`src/rtl/rv32i_pkg.sv`:
```
// Shared RV32I core types: next-PC select encoding, fetch FSM states,
// the canonical NOP and the default reset PC.
package rv32i_pkg;

  typedef enum logic [1:0] {
    NPC_SEQ  = 2'b00,
    NPC_JAL  = 2'b01,
    NPC_BR   = 2'b10,
    NPC_JALR = 2'b11
  } npc_sel_e;

  typedef enum logic [1:0] {
    REQ   = 2'b00,
    WAIT  = 2'b01,
    HOLD  = 2'b10,
    FAULT = 2'b11
  } fetch_state_e;

  // addi x0, x0, 0
  localparam logic [31:0] NOP_INSTR        = 32'h0000_0013;
  localparam logic [31:0] DEFAULT_RESET_PC = 32'h0000_0000;

endpackage

```
`src/rtl/next_pc_calc.sv`:
```
// Purely combinational next-PC selection for the fetch stage.
// Produces the raw target; alignment policy is applied by the caller.
module next_pc_calc
  import rv32i_pkg::*;
#(
  parameter int XLEN = 32
) (
  input  logic [XLEN-1:0] instr_pc,
  input  logic [1:0]      n_pc,
  input  logic            branch_taken,
  input  logic [XLEN-1:0] imm,
  input  logic [XLEN-1:0] alu_result,
  output logic [XLEN-1:0] next_pc
);

  logic [XLEN-1:0] seq_pc;
  logic [XLEN-1:0] rel_pc;

  // Both adders wrap modulo 2^XLEN by construction.
  assign seq_pc = instr_pc + XLEN'(4);
  assign rel_pc = instr_pc + imm;

  // Select the target for the retiring instruction; JALR clears bit 0.
  always_comb begin
    next_pc = seq_pc;
    unique case (npc_sel_e'(n_pc))
      NPC_SEQ:  next_pc = seq_pc;
      NPC_JAL:  next_pc = rel_pc;
      NPC_BR:   next_pc = branch_taken ? rel_pc : seq_pc;
      NPC_JALR: next_pc = alu_result & ~XLEN'(1);
    endcase
  end

endmodule

```
`src/rtl/fetch_unit.sv`:
```
// RV32I instruction fetch stage: owns the PC, issues one request at a time
// over a valid/ready handshake, holds the fetched word until retire.
// Optional feature macro: FETCH_MISALIGN_TRAP_EN (trap on misaligned
// next PC instead of silently aligning it).
module fetch_unit
  import rv32i_pkg::*;
#(
  parameter int              XLEN     = 32,
  parameter logic [XLEN-1:0] RESET_PC = XLEN'(DEFAULT_RESET_PC)
) (
  input  logic            clk,
  input  logic            rst,
  output logic            imem_req_valid,
  input  logic            imem_req_ready,
  output logic [XLEN-1:0] imem_addr,
  input  logic            imem_rsp_valid,
  input  logic [31:0]     imem_rsp_data,
  output logic [31:0]     instr,
  output logic [XLEN-1:0] instr_pc,
  output logic [XLEN-1:0] pc_plus4,
  output logic            instr_valid,
  input  logic            retire,
  input  logic [1:0]      n_pc,
  input  logic            branch_taken,
  input  logic [XLEN-1:0] imm,
  input  logic [XLEN-1:0] alu_result,
  output logic            fetch_fault
);

  fetch_state_e    state;
  logic [XLEN-1:0] pc;
  logic [XLEN-1:0] next_pc;
  logic [XLEN-1:0] pc_load;
  logic            misaligned;

  next_pc_calc #(.XLEN(XLEN)) u_next_pc_calc (
    .instr_pc     (instr_pc),
    .n_pc         (n_pc),
    .branch_taken (branch_taken),
    .imm          (imm),
    .alu_result   (alu_result),
    .next_pc      (next_pc)
  );

`ifdef FETCH_MISALIGN_TRAP_EN
  // Keep the raw target so a debugger can see where the bad jump went.
  assign pc_load    = next_pc;
  assign misaligned = (next_pc[1:0] != 2'b00);
`else
  assign pc_load    = next_pc & ~XLEN'(3);
  assign misaligned = 1'b0;
`endif

  assign imem_addr = pc;
  assign pc_plus4  = instr_pc + XLEN'(4);

  // Fetch FSM: request, wait for data, hold until retire (or trap).
  always_ff @(posedge clk or posedge rst) begin
    if (rst) begin
      state          <= REQ;
      pc             <= RESET_PC;
      imem_req_valid <= 1'b0;
      instr          <= NOP_INSTR;
      instr_valid    <= 1'b0;
`ifdef FETCH_MISALIGN_TRAP_EN
      fetch_fault    <= 1'b0;
`endif
    end else begin
      unique case (state)
        REQ: begin
          // The request is raised one edge after reset; the grant needs it up.
          if (imem_req_valid && imem_req_ready) begin
            state          <= WAIT;
            imem_req_valid <= 1'b0;
          end else begin
            imem_req_valid <= 1'b1;
          end
        end
        WAIT: begin
          if (imem_rsp_valid) begin
            instr       <= imem_rsp_data;
            instr_valid <= 1'b1;
            state       <= HOLD;
          end
        end
        HOLD: begin
          if (retire) begin
            instr_valid <= 1'b0;
            pc          <= pc_load;
            if (misaligned) begin
              state <= FAULT;
`ifdef FETCH_MISALIGN_TRAP_EN
              fetch_fault <= 1'b1;
`endif
            end else begin
              state          <= REQ;
              imem_req_valid <= 1'b1;
            end
          end
        end
        FAULT: begin
          // Sticky until reset; no further requests.
          state <= FAULT;
        end
      endcase
    end
  end

`ifndef FETCH_MISALIGN_TRAP_EN
  assign fetch_fault = 1'b0;
`endif

  // PC of the held instruction, captured alongside the instruction word.
  always_ff @(posedge clk) begin
    if (state == WAIT && imem_rsp_valid) begin
      instr_pc <= pc;
    end
  end

endmodule
```
`config.mk`:
```
export PLATFORM = sky130hd
export DESIGN_NAME = fetch_unit
export DESIGN_NICKNAME = d
export VERILOG_FILES = /design/src/rtl/rv32i_pkg.sv /design/src/rtl/next_pc_calc.sv /design/src/rtl/fetch_unit.sv
export SDC_FILE = /design/constraint.sdc
export NUM_CORES = 1
export LEC_CHECK = 0
export CORE_UTILIZATION = 38
export DETAILED_ROUTE_END_ITERATION = 8
export GPL_TIMING_DRIVEN = 0
export PLACE_DENSITY = 0.68
export SETUP_SLACK_MARGIN = 0.4
export SKIP_LAST_GASP = 1
export SLEW_MARGIN = 15
export SYNTH_ARGS = -nofsm -noshare
export SYNTH_HDL_FRONTEND = slang
export SYNTH_SLANG_ARGS = --single-unit
```
`constraint.sdc`:
```
create_clock -name clk -period 4.5 [get_ports clk]
set_input_delay 0.45 -clock clk [delete_from_list [all_inputs] [get_ports clk]]
set_output_delay 0.45 -clock clk [all_outputs]
set_load 0.02 [all_outputs]
```
Word level (Yosys, flattened, before mapping)

Cells that the tools add are included.

Bits in writable memories: 0
Memory bits (read-only): 0
Logic and storage cells: 40
Flip-flop bits (word level): 96
Bits in latches: 0
Memories: 0
Output and inout port bits: 131

$add $sub $neg: 2
Multipliers: 0
Shift operators: 0
Eq/ne operators: 9
Reductions and logical operators: 11
Magnitude comparators: 0
Mux-type cells: 12
Bitwise logic cells: 0
Divide/modulo/power cells: 0

Operator list:

| operator                                                              | number |
|---|---|
| 32-bit case mux with 4 select lines                                   | 1 |
| 32-bit by 3-bit adder with 32-bit output, second input constant       | 1 |
| 32-bit adder                                                          | 1 |
| 32-bit 2-to-1 mux                                                     | 1 |
| 2-bit equality test, second input constant                            | 4 |
| 2-bit case mux with 4 select lines                                    | 1 |
| 2-bit 2-to-1 mux                                                      | 3 |
| 2-bit inequality test, second input constant                          | 3 |
| 2-bit AND reduction                                                   | 3 |
| 3-bit AND reduction                                                   | 2 |
| 2-bit by 1-bit equality test with 1-bit output, second input constant | 2 |
| 2-bit logical NOT                                                     | 2 |
| 1-bit 2-to-1 mux                                                      | 4 |
| 1-bit case mux with 2 select lines                                    | 2 |
| 2-bit nonzero test                                                    | 2 |
| 1-bit logical AND                                                     | 2 |

Depth between registers and ports, before layout

Depth in word-level cells: 3
Gate-level depth with buffers: 10

Cells and area by module

Synthesis repeated with hierarchy kept, for this count alone.

Cells, all modules: 727
Area total of the unflattened synthesis: 7,108.1 sq um

Modules (own cells, without submodules):

| module       | cells each | seq. area each (sq um) | times used | area each (sq um) |
|---|---|---|---|---|
| fetch_unit   | 279        | 2,556.2                | 1          | 4,096.4 |
| next_pc_calc | 448        | 0.0                    | 1          | 3,011.6 |

Least setup slack after synthesis

No wires, ideal clock.

Kind: reg2reg
Start: register instr_pc[2]
End: register pc[20], in the netlist imem_addr[20]
Clock period less this slack: 2.771 ns
Buffers on the path: 0
Cell stages (with the launch flop): 11
Arrival: 2.643 ns
Required time: 4.372 ns
Path slack: 1.729 ns
Cell sequence: edfxtp_1 ha_1 fa_1 a21o_1 a21o_1 a21oi_1 o31ai_4 a221o_1 a21oi_1 xnor2_1 o22ai_1

Word-level cells in the longest chain between the ends: 3
Elaborated cells on any way between the ends: 4
Classes of those cells: add/sub: 2; mux: 2

Ends and longest elaborated chain:

| element                                                                         | line                                   | RTL |
|---|---|---|
| from (decl)                                                                     | fetch_unit.sv:19                       | `output logic [XLEN-1:0] instr_pc,` |
| from (signal assigned)                                                          | fetch_unit.sv:116                      | `instr_pc <= pc;` |
| 32-bit by 3-bit adder with 32-bit output / 32-bit adder (equally long branches) | next_pc_calc.sv:20, next_pc_calc.sv:21 |  |
| 32-bit 2-to-1 mux                                                               | next_pc_calc.sv:29                     | `NPC_BR: next_pc = branch_taken ? rel_pc : seq_pc;` |
| 32-bit case mux with 4 select lines (*)                                         | next_pc_calc.sv:26                     | `unique case (npc_sel_e'(n_pc))` |
| to (signal assigned)                                                            | fetch_unit.sv:89                       | `pc <= pc_load;` |
| to (decl)                                                                       | fetch_unit.sv:31                       | `logic [XLEN-1:0] pc;` |

Every way passes the cells marked *; elsewhere a longest branch is shown, timed or not.
A chain may end at the register's enable or synchronous reset.

Worst setup path after layout

Start: register instr_pc[17]
End: output pc_plus4[25]

Word-level cells in the longest chain between the ends: 1

Ends and longest elaborated chain:

| element                                  | line             | RTL |
|---|---|---|
| 32-bit by 3-bit adder with 32-bit output | fetch_unit.sv:55 | `assign pc_plus4 = instr_pc + XLEN'(4);` |
| to (decl)                                | fetch_unit.sv:20 | `output logic [XLEN-1:0] pc_plus4,` |

No other way between the ends.

==> summary.md <==
| Metric | Value |
|---|---|
| Outcome | finished, final reports clean |
| Width of the die | approximately 130 um |
| Mapped Area | 6050 sq um |
| Num ports | 235 |
| Combinational family with the most area after synthesis | compound AO/OA/AOI/OAI gates |
| PortBufs | 223 |
| Setup TNS | 0 ns |
| Placed insts | 1,040 |
| Final core occ | ~58% |
| Avg Cell Area, Syn | 10.1 sq um |
| Max-cap viol count | 0 |
| Diodes inserted | 0 |
| Total Die Area | 16,400 sq um |
| Max Slew Vio Count | 0 |
| Number of remaining DRC errors | 0 |
| Htree depth | 3 |
| Number of synthesized register bits | 96 |
| Simple-Gate Fraction of Synth Area | 14.1% |
| Gr usage total | 24.6% |
| Critical R2R Capture | imem_addr[30] |
| Vias in the first global route | 5,630 |
| Max frequency | 267 MHz |
| Cts bufs inserted | 9 |
| Pwr Density | approximately 210 nW/um^2 |
| Worst-margin pin slew | between 0.7 and 0.8 ns |
| Worst reg-to-reg path cell count | 10 |
| Max incr delay on CP | just under 0.7 ns |
| Layout area overhead | 47.0% |
| Remaining Overflow, GRT | 0 |
| Top delay family on crit path | simple AND/OR/NAND/NOR gates |
| Initial DRC count | 407 |
| Xor and xnor area share after synthesis | ~7.5% |
| Final Skew | 0.00753 ns |
| Clk_lat worst skew | 0.35 ns |
| Critical Path Stages | 6 |
| CP Data Required Time | 4.05 ns |
| Slew headroom | between 40% and 50% |
| Synth area leaders | dfrtp_1 (26%), edfxtp_1 (15%), ha_1 (7.2%) |
| CTS Hold Bufs | 0 |
| Setup Crit Path Kind | reg2out |
| Largest net degree at the start of global routing | 42 |
| Drt wl/cell | between 15 and 20 um |
| Final Hold Viols | 0 |
| Post-synth EDFFs | 30 |
| Worst-path cell chain | and4_1 -> nand3_1 -> nor3_2 -> and3_1 -> xor2_1 -> clkdlybuf4s50_1 |
| Antenna Nets Post-Route | 0 |
| WP data arrival | 3.29 ns |
| FP Rows | 45 |
| Register area share after synthesis | 42.2% |
| Area leader, netlist | dfrtp_1 |
| Vias/cell | between 5 and 6 |
| Final Net Count | 980 |
| CTS max path bufs | 2 |
| Async S/R FF share, synth | between 60% and 70% |
| Critical Path Start Type | flip-flop |
| Final WL | 19,700 um |
| TritonCTS clock tree | done |
| Initial antenna violation count | 0 |
| Post-synth cell types | 56 |
| Non-filler cells, final | 1,055 |
| DP HPWL | 15,300 um |
| Share of layout cells above drive strength 1 | 9.24% |
| Maximum vdd drop | 0.000134 V |
| Post-synthesis compound-gate area fraction | 18.6% |
| Reg2reg setup slack | about 1.5 ns |
| Hold/Removal Path Class | in2async |
| Total number of vias | between 5,000 and 6,000 |
| Resize count post-CTS | 0 |
| Crit share post-route | 83.2% |
| Setup bufs post-CTS | 0 |
| Top-area cell type share of the netlist area | 26.1% |
| Fin crit period | 3.74 ns |
| RSZ-0062 raised after global routing | false |
| Final GP Congestion | between 0.9 and 1 |
| Drt first pass iters | 4 |
| Pleak | 3.88 nW |
| Cells after Synth | 598 |
| Final setup viols | 0 |
| Buf/Inv on CP | 1 |
| Adder-cell share of the synthesized area | 7.57% |
| Mux contribution to synthesized area | 6.47% |
| First-pass GRT wire length | between 30,000 and 40,000 um |
| Clk root buf | clkbuf_16 |
| Initial core utilization | 39.4% |
| Ys flop type | dfrtp_1 |
| Syn. warnings | 0 |
| Clk slew on worst S/H paths | 0.07 ns |
| DIE HEIGHT | 128 um |
| Crit. End Element | primary output |
| Core ar. | 15,400 sq um |
| FF-to-FF Start | instr_pc[2] |
| Crit-path max FO | 7 |
| Slowest cell on the critical path | clkdlybuf4s50_1 |
| Layout fillers | 1,374 |
| Clock Sink Count | 96 |
## synthesized netlist by cell type (3+ instances only)
| master | number |
|---|---|
| o22ai_1 | 5 |
| a31oi_1 | 7 |
| nor3_1 | 5 |
| o21a_1 | 4 |
| a221o_1 | 3 |
| o21bai_1 | 4 |
| a221oi_1 | 23 |
| dfstp_2 | 3 |
| a21o_1 | 18 |
| and4_1 | 3 |
| xor2_1 | 18 |
| and2_1 | 4 |
| xnor2_1 | 34 |
| clkbuf_1 | 26 |
| nand3_1 | 20 |
| mux2_2 | 33 |
| edfxtp_1 | 30 |
| buf_4 | 8 |
| nor2_1 | 46 |
| a211oi_1 | 3 |
| inv_1 | 12 |
| a21oi_1 | 44 |
| o211ai_1 | 5 |
| and3_1 | 8 |
| ha_1 | 35 |
| nand2_1 | 50 |
| nor2b_1 | 5 |
| nand4_1 | 10 |
| or4_1 | 3 |
| o21ai_0 | 28 |
| a22oi_1 | 4 |
| dfrtp_1 | 63 |
## per-layer routing
metal	vias up	global-route usage [%]	part of all wire [%]
met5	-	0	0
met4	0	8.86	2.1
met3	25	7.35	9.6
met2	287	39.4	46
met1	2741	31.4	42
li1	2679	-	-
## registers in the layout, summed over array words and instances (netlist names)
name and cells:
imem_addr 30, instr 32, instr_valid 1, instr_pc 30, imem_req_valid 1, state 2
## worst max-delay path by stage
stage,slack (ns),from,endpoint
floorplan,1.73,instr_pc[2],imem_addr[20]
global placement,0.86,imem_rsp_valid,instr[15]
detailed placement,1.14,instr_pc[17],pc_plus4[25]
CTS,0.75,instr_pc[17],pc_plus4[25]
global route,0.62,instr_pc[17],pc_plus4[25]
finish,0.76,instr_pc[17],pc_plus4[25]
## cell usage in the layout (no fill, tap or decap), types with 5 or more instances in the layout
master,instances
xnor2_1,34
inv_1,11
buf_4,8
clkbuf_16,9
nand2_1,50
nor3_1,5
clkdlybuf4s50_1,223
nand4_1,10
ha_1,35
a221oi_1,23
dfrtp_1,63
edfxtp_1,30
a21oi_1,44
nand3_1,20
and3_1,8
nor2_1,46
nor2b_1,5
clkbuf_1,25
a31oi_1,7
o21ai_0,28
mux2_2,33
a21o_1,18
xor2_1,18
o22ai_1,5
o211ai_1,5
conb_1,7
## cells by family after synthesis
family	after synthesis
other	1
buffers and inverters	47
AOI/OAI and AO/OA	162
adders and majority gates	36
muxes	35
and+or+nand+nor	169
DFF	96
xor gates and xnor gates	52
## metrics by stage
stage / total power, mW / hold WS, ns / cell area, sq um / setup WS (ns)
after floorplan: 1.00 / 0.551 / 6070 / 1.73
after global placement: 1.12 / 0.456 / 8570 / 0.862
after detailed placement: 1.13 / 0.461 / 8620 / 1.14
after CTS: 1.85 / 0.445 / 8890 / 0.748
after global routing: 1.90 / 0.475 / 8890 / 0.619
final: 1.83 / 0.449 / 8890 / 0.756
## area by class of cell
class / instances / area (sq um) / area share [%]
Sequential cell: 96 / 2560 / 28.7
Inverter: 12 / 47.5 / 0.535
Clock inverter: 5 / 32.5 / 0.366
Multi-Input combinational cell: 461 / 3310 / 37.2
Timing Repair Buffer: 225 / 2280 / 25.6
Clock buffer: 10 / 239 / 2.69
Tap cell: 211 / 264 / 2.97
Buffer: 35 / 164 / 1.84
## where the power goes
| group | internal, mW | switching [mW] |
|---|---|---|
| combinational | 0.112 | 0.101 |
| clock | 0.386 | 0.336 |
| sequential | 0.895 | 0 |
| total | 1.39 | 0.437 |
(Power assumes the default switching activity.)
==> RTL change 1: new RTL, same settings <==
The option `FETCH_MISALIGN_TRAP_EN` is turned on by a define.
--- a/src/rtl/fetch_unit.sv
+++ b/src/rtl/fetch_unit.sv
@@ -4,2 +4,4 @@
 // next PC instead of silently aligning it).
+`define FETCH_MISALIGN_TRAP_EN
+
 module fetch_unit
Check against the original RTL: not equivalent (a bounded check fails within 10 cycles, from zero or initial values and one cycle with rst high).
==> RTL change 1 against the original RTL <==
Worst setup slack got worse by 0.14 ns. Sequential share of layout area increased by 1.0 points. Critical path type unchanged. Routed wire length increased by 7.9%. Worst hold slack got worse by 0.016 ns. Utilization increased by 0.79 points. Synthesized area increased by 0.93%. Sequential cell count increased by 5. Global-route usage increased by 1.4 points. Design area increased by 1.7%.
Power is not compared: it rests on default switching activity, and its combinational part moved more than twofold at a synthesized area within 25%.
==> RTL change 1: results (changes against the original RTL) <==
Run status
  • Outcome: finished, final reports clean

Drt
  • Sum of routed wire length over all layers: 21300 microns (+7.9%)
  • Number of detailed-route iterations in the first pass: 7 (+3)
  • Vias: 6054 (+5.6%)
  • Initial DRC Count: 471 (+16%)

Place
  • Final weighted congestion in routability-driven placement: 0.926 (-0.55%)
  • Worst setup timing slack at the placement stage: 0.850 ns (-0.286 ns)
  • # placed instances: 1118 (+7.5%)
  • Standard cell area after detailed placement: 8750 sq um (+1.6%)
  • Detail Placement HPWL: 16200 microns (+5.6%)

Clocking
  • Worst-Skew Late Latency: 0.36 ns

Critical path
  • Worst setup path startpoint: instr_pc[11]
  • Reg-to-Reg Start: instr_pc[4]
  • Data arrival, critical path: 3.43 ns (+0.14 ns)

Timing
  • Worst slew pin tran: 0.844 ns (+0.0749 ns)
  • Worst clock skew: 0.00683 ns (-0.000703 ns)

Global routing
  • Overall global routing resource usage: 0.260 (+0.0141)
  • Pin count of the biggest net entering global routing: 43 (+2.4%)
  • First-pass GRT wire length: 32000 microns (+3.8%)
  • Via count of the first global-routing pass: 5701 (+1.3%)

Layout
  • Fraction of final layout cells sized beyond drive strength 1: 0.0433 (-0.0491)
  • Core utilization of the finished layout: 0.586 (+0.00787)
  • Layout filler cell count: 1403 (+2.1%)

Synthesis
  • Sequential cell area fraction in the yosys report: 0.441 (+0.0182)
  • Number of enable-type register cells in the synthesized netlist: 32 (+6.7%)
  • Largest cells by area after synthesis: sky130_fd_sc_hd__dfrtp_1 27%, sky130_fd_sc_hd__edfxtp_1 16%, sky130_fd_sc_hd__nand2_1 10%, sky130_fd_sc_hd__ha_1 6.6%, sky130_fd_sc_hd__xnor2_1 5.9%
  • Most instantiated cells after synthesis: 163 x sky130_fd_sc_hd__nand2_1, 66 x sky130_fd_sc_hd__dfrtp_1, 45 x sky130_fd_sc_hd__a21oi_1, 41 x sky130_fd_sc_hd__xnor2_1, 35 x sky130_fd_sc_hd__nor2_1
  • Proportion of register bits with asynchronous set or reset after synthesis: 0.683 (-0.00433)
==> RTL change 1: final timing paths <==
kind                                       to  slack [ns]  cells past startpoint
worst max-delay path             pc_plus4[24]        0.62                      7
max in group asynchronous            instr[0]        3.47                      3
min in group clk                     instr[1]        0.46                      2
worst min register to register       instr[1]        0.46                      2
worst max register to register  imem_addr[29]        1.13                      9
worst min-delay path                instr[26]        0.43                      2
==> RTL change 1: cell type report <==
class                           instances  area, sq um  share of cell area
Multi-Input combinational cell        529         3240               0.358
Sequential cell                       101         2690               0.298
Timing Repair Buffer                  235         2380               0.263
Tap cell                              211          264              0.0292
Clock buffer                           10          239              0.0264
Buffer                                 25          113              0.0124
Inverter                               17         66.3             0.00733
Clock inverter                          6         52.6             0.00581
==> RTL change 1: logic make-up (layout without fill, tap and decap cells) <==
family	count (synthesis)	count (layout)	synth area share
multiplexers	2	2	0.00328
AO/OA/AOI/OAI	174	174	0.195
buffers and inverters	42	293	0.0287
XOR/XNOR	53	53	0.0760
AND/OR/NAND/NOR	267	267	0.188
adder cells (fa/ha/maj)	33	33	0.0688
flip-flops	101	101	0.441
==> RTL change 1: power breakdown <==
part / total (mW) / switching [mW] / internal, mW / leakage, nW
logic: 1.48 / 0.759 / 0.720 / 2.41
clock network: 0.778 / 0.377 / 0.401 / 0.146
registers: 1.45 / 0.183 / 1.27 / 1.15
==> RTL change 1: per-layer routing <==
layer / vias up / wire length [microns] / global-route usage
met2: 253 / 9800 / 0.418
li1: 2919 / - / -
met1: 2847 / 9290 / 0.341
met4: 0 / 507 / 0.0969
met3: 35 / 1700 / 0.0615
met5: - / 0 / 0
==> RTL change 2: new RTL, config.mk and constraints unchanged <==
Without the edit above. Make the reset (`rst`) synchronous in one clocked block.
--- a/src/rtl/fetch_unit.sv
+++ b/src/rtl/fetch_unit.sv
@@ -57,3 +57,3 @@
   // Fetch FSM: request, wait for data, hold until retire (or trap).
-  always_ff @(posedge clk or posedge rst) begin
+  always_ff @(posedge clk) begin
     if (rst) begin
Behaviour: differs if rst is asserted again (counterexample within 4 cycles, from zero or initial values and one cycle with rst high); with rst held inactive, the same outputs for 10 cycles.
==> RTL change 2 against the original RTL <==
Worst setup slack better by 0.32 ns. Sequential cell count stayed put. Register-to-register slack worse by 0.08 ns. Synthesized area decreased by 1.7%. Highest routed layer unchanged. Routed wire length grew 3.6%. Global-route usage grew 0.88 points. Critical path type unchanged. Design area shrank 1.3%. Sequential share of layout area fell by 3.4 points. Largest cell class unchanged.
Power is not compared: it rests on default switching activity, and its combinational part moved more than twofold at a synthesized area within 25%.
==> RTL change 2: results (changes against the original RTL) <==
Critical path
  • Worst setup endpoint: pc_plus4[24]
  • Register-to-register setup slack: 1.43 ns (-0.08 ns)
  • Destination of the worst register-to-register timing path: imem_addr[26]
  • Largest fanout on the critical path: 5 (-2)
  • Data arrival, critical path: 2.97 ns (-0.32 ns)
  • Worst setup path startpoint: instr_pc[3]

Place
  • Detail Placement HPWL: 15900 microns (+3.7%)
  • Final weighted congestion in routability-driven placement: 0.922 (-0.95%)
  • Worst setup timing slack at the placement stage: 1.18 ns (+0.0393 ns)
  • Standard cell area after detailed placement: 8470 sq um (-1.7%)
  • Number of port buffers: 221 (-0.90%)

Layout
  • Fraction of cell area in non-clock buffers: 0.278 (+0.00277)
  • Fraction of final layout cells sized beyond drive strength 1: 0.0490 (-0.0434)
  • Layout overhead on the synthesized area: 47.6%
  • Post-route insts no fill: 1150 (+9.0%)
  • Fraction of standard cell area that is sequential: 0.253 (-0.0344)
  • Inverters: 15 (+3)
  • Number of signal-net buffers in the layout: 267 (+2.7%)
  • Area of the multi-input gates: 3490 sq um (+5.5%)

Synthesis
  • Adder-cell share of the synthesized area: 0.0770 (+0.00127)
  • Most instantiated flip-flop cell in the synthesis netlist: sky130_fd_sc_hd__dfxtp_1
  • Compound-gate portion of the synthesized area: 0.211 (+0.0250)
  • Largest cells by area after synthesis: sky130_fd_sc_hd__dfxtp_1 22%, sky130_fd_sc_hd__edfxtp_1 15%, sky130_fd_sc_hd__ha_1 7.4%, sky130_fd_sc_hd__a21oi_1 6.8%, sky130_fd_sc_hd__nand2_1 6.1%
  • Most instantiated cells after synthesis: 96 x sky130_fd_sc_hd__nand2_1, 81 x sky130_fd_sc_hd__a21oi_1, 66 x sky130_fd_sc_hd__dfxtp_1, 55 x sky130_fd_sc_hd__nor2_1, 35 x sky130_fd_sc_hd__ha_1
  • Multiplexer share of the synthesized area: 0.00526 (-0.0595)
  • Sequential cell area fraction in the yosys report: 0.373 (-0.0490)
  • Post-Synth XOR/XNOR Area: 0.0765 (+0.00127)

Drt
  • Post-DR wirelength/cell: 17.8 microns (-5.0%)
  • Initial DRC Count: 439 (+7.9%)

Timing
  • Worst slack on hold paths: 0.455 ns (+0.00607 ns)
  • Worst clock skew: 0.00976 ns (+0.00224 ns)
  • Setup ws final: 1.08 ns (+0.322 ns)

Global routing
  • Via count of the first global-routing pass: 5740 (+2.0%)
  • Overall global routing resource usage: 0.255 (+0.00882)
  • First-pass GRT wire length: 31400 microns (+1.9%)

Run status
  • Outcome: finished, final reports clean
==> RTL change 2: cell count changes after synthesis, sizes merged, moves of 26 or more <==
cell / delta
nor3: +26
a21oi: +35
dfrtp: -63
nand2: +47
dfxtp: +66
mux2: -32
==> RTL change 2: worst register-to-register path: stages (launching register included) <==
cell,delay [ns]
sky130_fd_sc_hd__edfxtp_1,0.48
sky130_fd_sc_hd__ha_1,0.28
sky130_fd_sc_hd__fa_1,0.42
sky130_fd_sc_hd__a21oi_1,0.23
sky130_fd_sc_hd__nor2_1,0.11
sky130_fd_sc_hd__o21a_1,0.23
sky130_fd_sc_hd__o21ai_1,0.28
sky130_fd_sc_hd__a211oi_1,0.17
sky130_fd_sc_hd__or3_1,0.37
sky130_fd_sc_hd__a31oi_1,0.29
sky130_fd_sc_hd__nor3_1,0.08
==> RTL change 2: layer usage <==
metal  GRT usage  routed length [microns]  up-vias
met2       0.409                     9350      204
met4      0.0637                      367        0
met3      0.0691                     1480       23
met5           0                        0        -
li1            -                        -     2996
met1       0.340                     9230     2828
